==> src/rtl/sprite_pkg.sv <==
// Shared constants and FSM encoding for the sprite blitter and its helpers.
package sprite_pkg;

  localparam int SCREEN_W   = 160;
  localparam int SCREEN_H   = 120;
  localparam int SPR_W      = 32;
  localparam int SPR_H      = 32;
  localparam int N_SPR      = 4;
  localparam int COLOUR_W   = 3;
  localparam int KEY_COLOUR = 0;
  localparam int BG_COLOUR  = 0;

  typedef enum logic [1:0] {
    IDLE  = 2'd0,
    DRAW  = 2'd1,
    FLUSH = 2'd2
  } state_t;

  // Index width that never collapses to zero bits for a single-entry range.
  function automatic int width_of(input int n);
    return (n > 1) ? $clog2(n) : 1;
  endfunction

endpackage

==> src/rtl/sprite_blitter_if.sv <==
// Blit request/status handshake between the game control FSM and the blitter.
interface sprite_blitter_if
  import sprite_pkg::*;
#(
  parameter int N_SPR_P = N_SPR,
  localparam int SW     = width_of(N_SPR_P)
) ();

  logic          start;
  logic          erase;
  logic [SW-1:0] sel;
  logic [7:0]    x0;
  logic [6:0]    y0;
  logic          busy;
  logic          done;

  modport master (output start, erase, sel, x0, y0, input busy, done);
  modport slave  (input start, erase, sel, x0, y0, output busy, done);

endinterface

==> src/rtl/sprite_raster_counter.sv <==
// Column/row raster walker over a W x H rectangle with wrap and last-pixel flag.
module sprite_raster_counter
  import sprite_pkg::*;
#(
  parameter int W        = SPR_W,
  parameter int H        = SPR_H,
  localparam int CW      = width_of(W),
  localparam int RW      = width_of(H)
) (
  input  logic          clk,
  input  logic          reset,
  input  logic          clear,
  input  logic          step,
  output logic [CW-1:0] col,
  output logic [RW-1:0] row,
  output logic [CW-1:0] next_col,
  output logic [RW-1:0] next_row,
  output logic          last
);

  localparam logic [CW-1:0] COL_MAX = CW'(W - 1);
  localparam logic [RW-1:0] ROW_MAX = RW'(H - 1);

  // NOTE: defaulting every output first keeps this block purely combinational (no latch).
  always_comb begin
    next_col = col;
    next_row = row;
    if (clear) begin
      next_col = '0;
      next_row = '0;
    end else if (step) begin
      if (col == COL_MAX) begin
        next_col = '0;
        next_row = (row == ROW_MAX) ? '0 : row + 1'b1;
      end else begin
        next_col = col + 1'b1;
      end
    end
  end

  always_ff @(posedge clk) begin
    if (reset) begin
      col <= '0;
      row <= '0;
    end else begin
      col <= next_col;
      row <= next_row;
    end
  end

  assign last = (col == COL_MAX) && (row == ROW_MAX);

endmodule

==> src/rtl/sprite_blitter.sv <==
// Blits one ROM sprite into the framebuffer with colour keying, edge clipping and erase.
module sprite_blitter #(
  parameter int SCREEN_W   = sprite_pkg::SCREEN_W,
  parameter int SCREEN_H   = sprite_pkg::SCREEN_H,
  parameter int SPR_W      = sprite_pkg::SPR_W,
  parameter int SPR_H      = sprite_pkg::SPR_H,
  parameter int N_SPR      = sprite_pkg::N_SPR,
  parameter int COLOUR_W   = sprite_pkg::COLOUR_W,
  parameter int KEY_COLOUR = sprite_pkg::KEY_COLOUR,
  parameter int BG_COLOUR  = sprite_pkg::BG_COLOUR,
  localparam int SW        = sprite_pkg::width_of(N_SPR),
  localparam int AW        = $clog2(N_SPR * SPR_W * SPR_H)
) (
  input  logic                clk,
  input  logic                reset,
  sprite_blitter_if.slave     ctrl,
  output logic [AW-1:0]       rom_addr,
  input  logic [COLOUR_W-1:0] rom_data,
  output logic [7:0]          vga_x,
  output logic [6:0]          vga_y,
  output logic [COLOUR_W-1:0] vga_colour,
  output logic                vga_plot
);

  import sprite_pkg::*;

  localparam int P  = SPR_W * SPR_H;
  localparam int CW = width_of(SPR_W);
  localparam int RW = width_of(SPR_H);

  localparam logic [8:0]          X_LIMIT = 9'(SCREEN_W);
  localparam logic [7:0]          Y_LIMIT = 8'(SCREEN_H);
  localparam logic [COLOUR_W-1:0] KEY     = COLOUR_W'(KEY_COLOUR);
  localparam logic [COLOUR_W-1:0] BG      = COLOUR_W'(BG_COLOUR);

  state_t        state;
  logic          flush_cnt;
  logic [SW-1:0] sel_q;
  logic [7:0]    x0_q;
  logic [6:0]    y0_q;
  logic          erase_q;

  logic [CW-1:0] col, next_col;
  logic [RW-1:0] row, next_row;
  logic          last_pix;

  logic          accept;
  logic          drawing;
  logic [SW-1:0] sel_next;
  logic [AW-1:0] addr_next;

  logic          v1;
  logic [8:0]    px1;
  logic [7:0]    py1;

  assign accept  = (state == IDLE) && ctrl.start;
  assign drawing = (state == DRAW);

  sprite_raster_counter #(.W(SPR_W), .H(SPR_H)) u_raster (
    .clk      (clk),
    .reset    (reset),
    .clear    (accept),
    .step     (drawing),
    .col      (col),
    .row      (row),
    .next_col (next_col),
    .next_row (next_row),
    .last     (last_pix)
  );

  // The address register tracks the counter, so the first address uses the live sel.
  assign sel_next  = accept ? ctrl.sel : sel_q;
  assign addr_next = AW'(int'(sel_next) * P + int'(next_row) * SPR_W + int'(next_col));

  // NOTE: sequential state uses non-blocking assignments so every register sees pre-edge values.
  always_ff @(posedge clk) begin
    if (reset) begin
      state     <= IDLE;
      flush_cnt <= 1'b0;
      sel_q     <= '0;
      x0_q      <= '0;
      y0_q      <= '0;
      erase_q   <= 1'b0;
      rom_addr  <= '0;
      ctrl.busy <= 1'b0;
      ctrl.done <= 1'b0;
    end else begin
      ctrl.done <= 1'b0;
      case (state)
        IDLE: begin
          if (ctrl.start) begin
            sel_q     <= ctrl.sel;
            x0_q      <= ctrl.x0;
            y0_q      <= ctrl.y0;
            erase_q   <= ctrl.erase;
            rom_addr  <= addr_next;
            ctrl.busy <= 1'b1;
            state     <= DRAW;
          end
        end
        DRAW: begin
          if (last_pix) begin
            rom_addr  <= '0;
            flush_cnt <= 1'b0;
            state     <= FLUSH;
          end else begin
            rom_addr <= addr_next;
          end
        end
        FLUSH: begin
          if (flush_cnt) begin
            ctrl.busy <= 1'b0;
            ctrl.done <= 1'b1;
            state     <= IDLE;
          end else begin
            flush_cnt <= 1'b1;
          end
        end
        default: begin
          ctrl.busy <= 1'b0;
          state     <= IDLE;
        end
      endcase
    end
  end

  // Side-band stage 1 lines up with the ROM read; the output stage applies clip and key.
  always_ff @(posedge clk) begin
    if (reset) begin
      v1         <= 1'b0;
      px1        <= '0;
      py1        <= '0;
      vga_plot   <= 1'b0;
      vga_x      <= '0;
      vga_y      <= '0;
      vga_colour <= '0;
    end else begin
      v1         <= drawing;
      px1        <= {1'b0, x0_q} + 9'(col);
      py1        <= {1'b0, y0_q} + 8'(row);
      vga_plot   <= v1 && (px1 < X_LIMIT) && (py1 < Y_LIMIT) && (erase_q || (rom_data != KEY));
      vga_colour <= erase_q ? BG : rom_data;
      vga_x      <= px1[7:0];
      vga_y      <= py1[6:0];
    end
  end

endmodule
==> src/flat_wrapper.sv <==
// flat-port wrapper written by rule: the top's interface ports become plain ports
module sprite_blitter_flat import sprite_pkg::*;
#(
  parameter int SCREEN_W   = sprite_pkg::SCREEN_W,
  parameter int SCREEN_H   = sprite_pkg::SCREEN_H,
  parameter int SPR_W      = sprite_pkg::SPR_W,
  parameter int SPR_H      = sprite_pkg::SPR_H,
  parameter int N_SPR      = sprite_pkg::N_SPR,
  parameter int COLOUR_W   = sprite_pkg::COLOUR_W,
  parameter int KEY_COLOUR = sprite_pkg::KEY_COLOUR,
  parameter int BG_COLOUR  = sprite_pkg::BG_COLOUR,
  localparam int SW        = sprite_pkg::width_of(N_SPR),
  localparam int AW        = $clog2(N_SPR * SPR_W * SPR_H)
)
  (clk, reset, rom_addr, rom_data, vga_x, vga_y, vga_colour, vga_plot, ctrl_start, ctrl_erase, ctrl_sel, ctrl_x0, ctrl_y0, ctrl_busy, ctrl_done);
  sprite_blitter_if ctrl_i ();
  input  logic clk;
  input  logic reset;
  output logic [AW-1:0] rom_addr;
  input  logic [COLOUR_W-1:0] rom_data;
  output logic [7:0] vga_x;
  output logic [6:0] vga_y;
  output logic [COLOUR_W-1:0] vga_colour;
  output logic vga_plot;
  input wire logic [$bits(ctrl_i.start)-1:0] ctrl_start;
  input wire logic [$bits(ctrl_i.erase)-1:0] ctrl_erase;
  input wire logic [$bits(ctrl_i.sel)-1:0] ctrl_sel;
  input wire logic [$bits(ctrl_i.x0)-1:0] ctrl_x0;
  input wire logic [$bits(ctrl_i.y0)-1:0] ctrl_y0;
  output wire logic [$bits(ctrl_i.busy)-1:0] ctrl_busy;
  output wire logic [$bits(ctrl_i.done)-1:0] ctrl_done;
  assign ctrl_i.start = ctrl_start;
  assign ctrl_i.erase = ctrl_erase;
  assign ctrl_i.sel = ctrl_sel;
  assign ctrl_i.x0 = ctrl_x0;
  assign ctrl_i.y0 = ctrl_y0;
  assign ctrl_busy = ctrl_i.busy;
  assign ctrl_done = ctrl_i.done;
  sprite_blitter #(.SCREEN_W(SCREEN_W), .SCREEN_H(SCREEN_H), .SPR_W(SPR_W), .SPR_H(SPR_H), .N_SPR(N_SPR), .COLOUR_W(COLOUR_W), .KEY_COLOUR(KEY_COLOUR), .BG_COLOUR(BG_COLOUR)) u_core (.clk(clk), .reset(reset), .ctrl(ctrl_i), .rom_addr(rom_addr), .rom_data(rom_data), .vga_x(vga_x), .vga_y(vga_y), .vga_colour(vga_colour), .vga_plot(vga_plot));
endmodule
==> config.mk <==
export PLATFORM = sky130hd
export DESIGN_NAME = sprite_blitter_flat
export DESIGN_NICKNAME = d
export VERILOG_FILES = /design/src/rtl/sprite_pkg.sv /design/src/rtl/sprite_blitter_if.sv /design/src/rtl/sprite_raster_counter.sv /design/src/rtl/sprite_blitter.sv /design/src/flat_wrapper.sv
export SDC_FILE = /design/constraint.sdc
export NUM_CORES = 1
export LEC_CHECK = 0
export CAP_MARGIN = 20
export CORE_UTILIZATION = 35
export DETAILED_ROUTE_END_ITERATION = 10
export GPL_TIMING_DRIVEN = 0
export PLACE_DENSITY = 0.67
export SLEW_MARGIN = 40
export SYNTH_ARGS = -nofsm -noshare
export SYNTH_HDL_FRONTEND = slang
export SYNTH_SLANG_ARGS = --single-unit
==> constraint.sdc <==
create_clock -name clk -period 2.5 [get_ports clk]
set_input_delay 0.625 -clock clk [delete_from_list [all_inputs] [get_ports clk]]
set_output_delay 0.625 -clock clk [all_outputs]
set_load 0.03 [all_outputs]
==> key figures <==
Timing
  – Maximum clock rate: 451.3 MHz
  – RSZ-0062 raised after global routing: no
  – Slew @ Worst Pin: 0.5838 ns
  – Final critical-path share of the clock period: 88.63%
  – Worst slew margin: 61.08%
  – Worst setup margin: 0.2843 ns
  – Hold WS: 0.4395 ns
  – Fin crit period: 2.216 ns
  – Clock skew: 0.006053 ns
  – Pins Over Slew Limit: 0
  – # setup viols final: 0
  – Final Hold Fails: 0

GRT
  – Met3 GRT Util: 3.064%
  – Global-route layer with the greatest usage: met2
  – GRT Total Usage: 15.24%
  – First-pass GRT wire length: 11840 µm
  – Initial antenna violation count: 0
  – GRT overflow: 0
  – Largest net degree at the start of global routing: 14
  – M1 GR Usage: 20.11%
  – Vias in the first global route: 2541
  – Met2 GRT Util: 24.56%

Placement
  – GPL Wtd Cong: 0.9352
  – Port bufs: 56
  – Dpl cells: 547
  – DP Wirelength: 5203 µm
  – Worst slack, placed: -0.05843 ns

Layout
  – Fin nets: 470
  – Fillers: 924
  – Antenna diodes: 0
  – Post-Layout Cell Count: 563
  – Area grow syn2layout: 28.00%
  – Ratio of cells with drive above 1 in the final layout: 6.912%
  – Footprint of the multi-input gates: 1604 µm²
  – Register area: 1642 µm²

Synthesis
  – Ys flop type: dfxtp_1
  – Synth Register Bits: 82
  – Warning count from the yosys run: 0
  – Syn nets: 403
  – Post-synth design cell area: 3364 µm²
  – Number of synthesized flops with an enable pin: 0
  – Post-Syn Instances: 362
  – Async set-or-reset flop fraction in the synthesized netlist: 0%
  – Mean post-synth cell area: 9.294 µm²
  – Synth unique cells: 51
  – Seq/Total Area, Yosys: 48.79%

Routing
  – Vias/cell: 4.776
  – Post-route ant nets: 0
  – DR WL/cell: 12.94 µm
  – Vias: 2689
  – Routed wire length: 7286 µm
  – Remaining DRCs: 0
  – Iter 0 DRT Violations: 88
  – First drt pass iteration count: 4

Power
  – Final Power: 2682 µW
  – Pleak: 0.001666 µW
  – Pwr dens: 622.8 nW/µm²
  – Peak VDD IR: 0.2545 mV

Setup path
  – Crit-path leading delay family: simple AND/OR/NAND/NOR gates
  – Slowest stage delay, CP: 0.50 ns
  – Crit Reg-Reg Startpoint: u_core.u_raster.col[1]$_SDFF_PP0_
  – Critical path, cell by cell: ha_1 > and3_1 > ha_1 > buf_2 > nand2b_1 > or3_1 > a311oi_1
  – Worst Path Arrival: 2.46 ns
  – CP Class: register to register
  – Slowest CP cell: dfxtp_1
  – Reg2Reg Depth: 7
  – Crit end category: register
  – R2R setup slack: 0.28 ns
  – Crit path max fanout: 8
  – CP Buf/Inv Count: 1
  – Critical Path Most Common Cell: ha_1
  – Crit start category: register
  – WP data required: 2.75 ns
  – Reg-to-reg critical path endpoint: u_core.rom_addr[8]$_SDFFE_PP0P_

Clocking
  – CTS tree: built
  – Clk root buf: clkbuf_8
  – Post-CTS sizing: 0
  – H-tree depth: 3
  – Clock Tree Buf Depth: 2
  – Clock slew at reported path FFs: 0.08 ns
  – Clk_lat worst skew: 0.35 ns
  – Post-CTS setup buffers: 0
  – Clk sinks: 82
  – Total CTS buffers: 9
  – Hold Buf Count CTS: 0

Floorplanning
  – Initial core utilization: 36.24%
  – Cell row count: 35
  – Chip height: 100.0 µm
  – Die footprint: 10010 µm²
  – Ports: 57
  – Core area: 9284 µm²
  – Die Width: 100.0 µm

Run
  – Max-Cap Viols: 0

Status
  – Run status: complete, no violations

Worst hold path
  – Worst Hold Path EP: u_core.vga_x[4]$_SDFF_PP0_
  – Hold Path Class: register to register
  – Hold Startpoint: u_core.px1[4]$_SDFF_PP0_
  – Worst Hold Depth: 1
-- worst max-delay path by stage --
stage / start / to / slack (ns) / cells past startpoint
4_1_cts: reset / u_core.py1[2]$_SDFF_PP0_ / 0.31 / 5
6_report: u_core.u_raster.col[1]$_SDFF_PP0_ / u_core.rom_addr[8]$_SDFFE_PP0P_ / 0.28 / 7
5_1_grt: u_core.u_raster.col[1]$_SDFF_PP0_ / u_core.rom_addr[8]$_SDFFE_PP0P_ / 0.16 / 7
3_3_place_gp: reset / u_core.py1[2]$_SDFF_PP0_ / -0.05 / 5
2_1_floorplan: u_core.u_raster.col[1]$_SDFF_PP0_ / u_core.u_raster.row[3]$_SDFF_PP0_ / 0.61 / 7
3_5_place_dp: reset / u_core.u_raster.col[0]$_SDFF_PP0_ / -0.06 / 5
-- flip-flops by register name, indices dropped and copies added (netlist names) --
name / cells
u_core.ctrl.busy: 1
u_core.vga_colour: 3
u_core.vga_x: 8
u_core.v1: 1
u_core.py1: 8
u_core.u_raster.col: 5
u_core.x0_q: 8
u_core.vga_y: 7
u_core.y0_q: 7
u_core.erase_q: 1
u_core.rom_addr: 12
u_core.u_raster.row: 5
u_core.state: 2
u_core.flush_cnt: 1
u_core.ctrl.done: 1
u_core.sel_q: 2
u_core.vga_plot: 1
u_core.px1: 9
-- worst register-to-register path: cells and delay by family, from the launching register on --
family,cells,cell delay (ns)
DFF,1,0.50
adders and majority gates,2,0.45
AOI/OAI and AO/OA,1,0.30
and+or+nand+nor,3,0.67
buffers and inverters,1,0.20
-- Yosys cell counts, types with 3 or more instances --
master | instances | area (µm²)
dfxtp_1 | 82 | 1642
clkbuf_1 | 4 | 15.01
nor3b_1 | 5 | 37.54
nor3_1 | 5 | 25.02
a22o_1 | 3 | 26.28
nand3_1 | 3 | 15.01
nor2_1 | 22 | 82.58
nor4_1 | 4 | 25.02
mux2i_1 | 3 | 30.03
nand2_1 | 51 | 191.4
a21o_1 | 5 | 37.54
buf_2 | 8 | 40.04
inv_1 | 5 | 18.77
nor2b_1 | 23 | 143.9
a31oi_1 | 4 | 25.02
nand2b_1 | 5 | 31.28
a211oi_1 | 7 | 52.55
buf_1 | 4 | 15.01
and2_1 | 3 | 18.77
a21oi_1 | 38 | 190.2
and3_1 | 5 | 31.28
xnor2_1 | 5 | 43.79
o21ai_0 | 16 | 80.08
or3_1 | 3 | 18.77
ha_1 | 15 | 187.7
-- per-layer routing --
metal	vias to the layer above	routed length, µm
li1	1398	-
met1	1229	3576
met2	52	3328
met3	10	278
met4	0	103
met5	-	0
-- area by class of cell --
| cell class | count | area share (%) |
|---|---|---|
| timing repair buffer | 56 | 13.02 |
| clock inverter | 4 | 1.743 |
| multi-input combinational | 256 | 37.25 |
| buffer | 19 | 2.324 |
| tap | 129 | 3.748 |
| inverter | 5 | 0.4358 |
| sequential | 82 | 38.12 |
| clock buffer | 12 | 3.370 |
-- logic make-up (layout without fill, tap and decap cells) --
family | count (synthesis) | after routing | synth area share (%)
muxes | 4 | 4 | 1.227
DFF | 82 | 82 | 48.79
and+or+nand+nor | 144 | 144 | 22.91
buffers and inverters | 24 | 96 | 3.533
xor gates and xnor gates | 7 | 7 | 1.822
adders and majority gates | 17 | 17 | 6.768
AOI/OAI and AO/OA | 84 | 84 | 14.95
-- power breakdown --
group          switching [µW]  internal (µW)  leakage [µW]  total (µW)
sequential               27.4           1350      0.000668        1380
combinational             143            117      0.000896         259
clock                     453            591      0.000103        1040
-- placed cells by master, fill, tap and decap left out, types with 3 or more instances in the layout --
master,synthesis,final
clkbuf_1,4,6
clkdlybuf4s50_1,0,56
a22o_1,3,3
nor2_1,22,22
nor3_1,5,5
clkbuf_8,0,10
nand2_1,51,51
nor4_1,4,4
nor2b_1,23,23
mux2i_1,3,3
buf_2,8,8
a21oi_1,38,38
or3_1,3,3
a211oi_1,7,7
nand2b_1,5,5
buf_1,4,4
ha_1,15,15
a21o_1,5,5
and2_1,3,3
o21ai_0,16,16
dfxtp_1,82,82
inv_1,5,5
a31oi_1,4,4
nand3_1,3,3
xnor2_1,5,5
nor3b_1,5,5
and3_1,5,5
-- through the flow --
step	utilization (%)	cell area, µm²	setup TNS (ns)
floorplan	-	3364	0
global placement	44.02	4086	-0.3342
detailed placement	44.02	4086	-0.4640
CTS	46.39	4307	0
global route	46.39	4307	0
finish	46.39	4307	0
(Power assumes the default switching activity.)
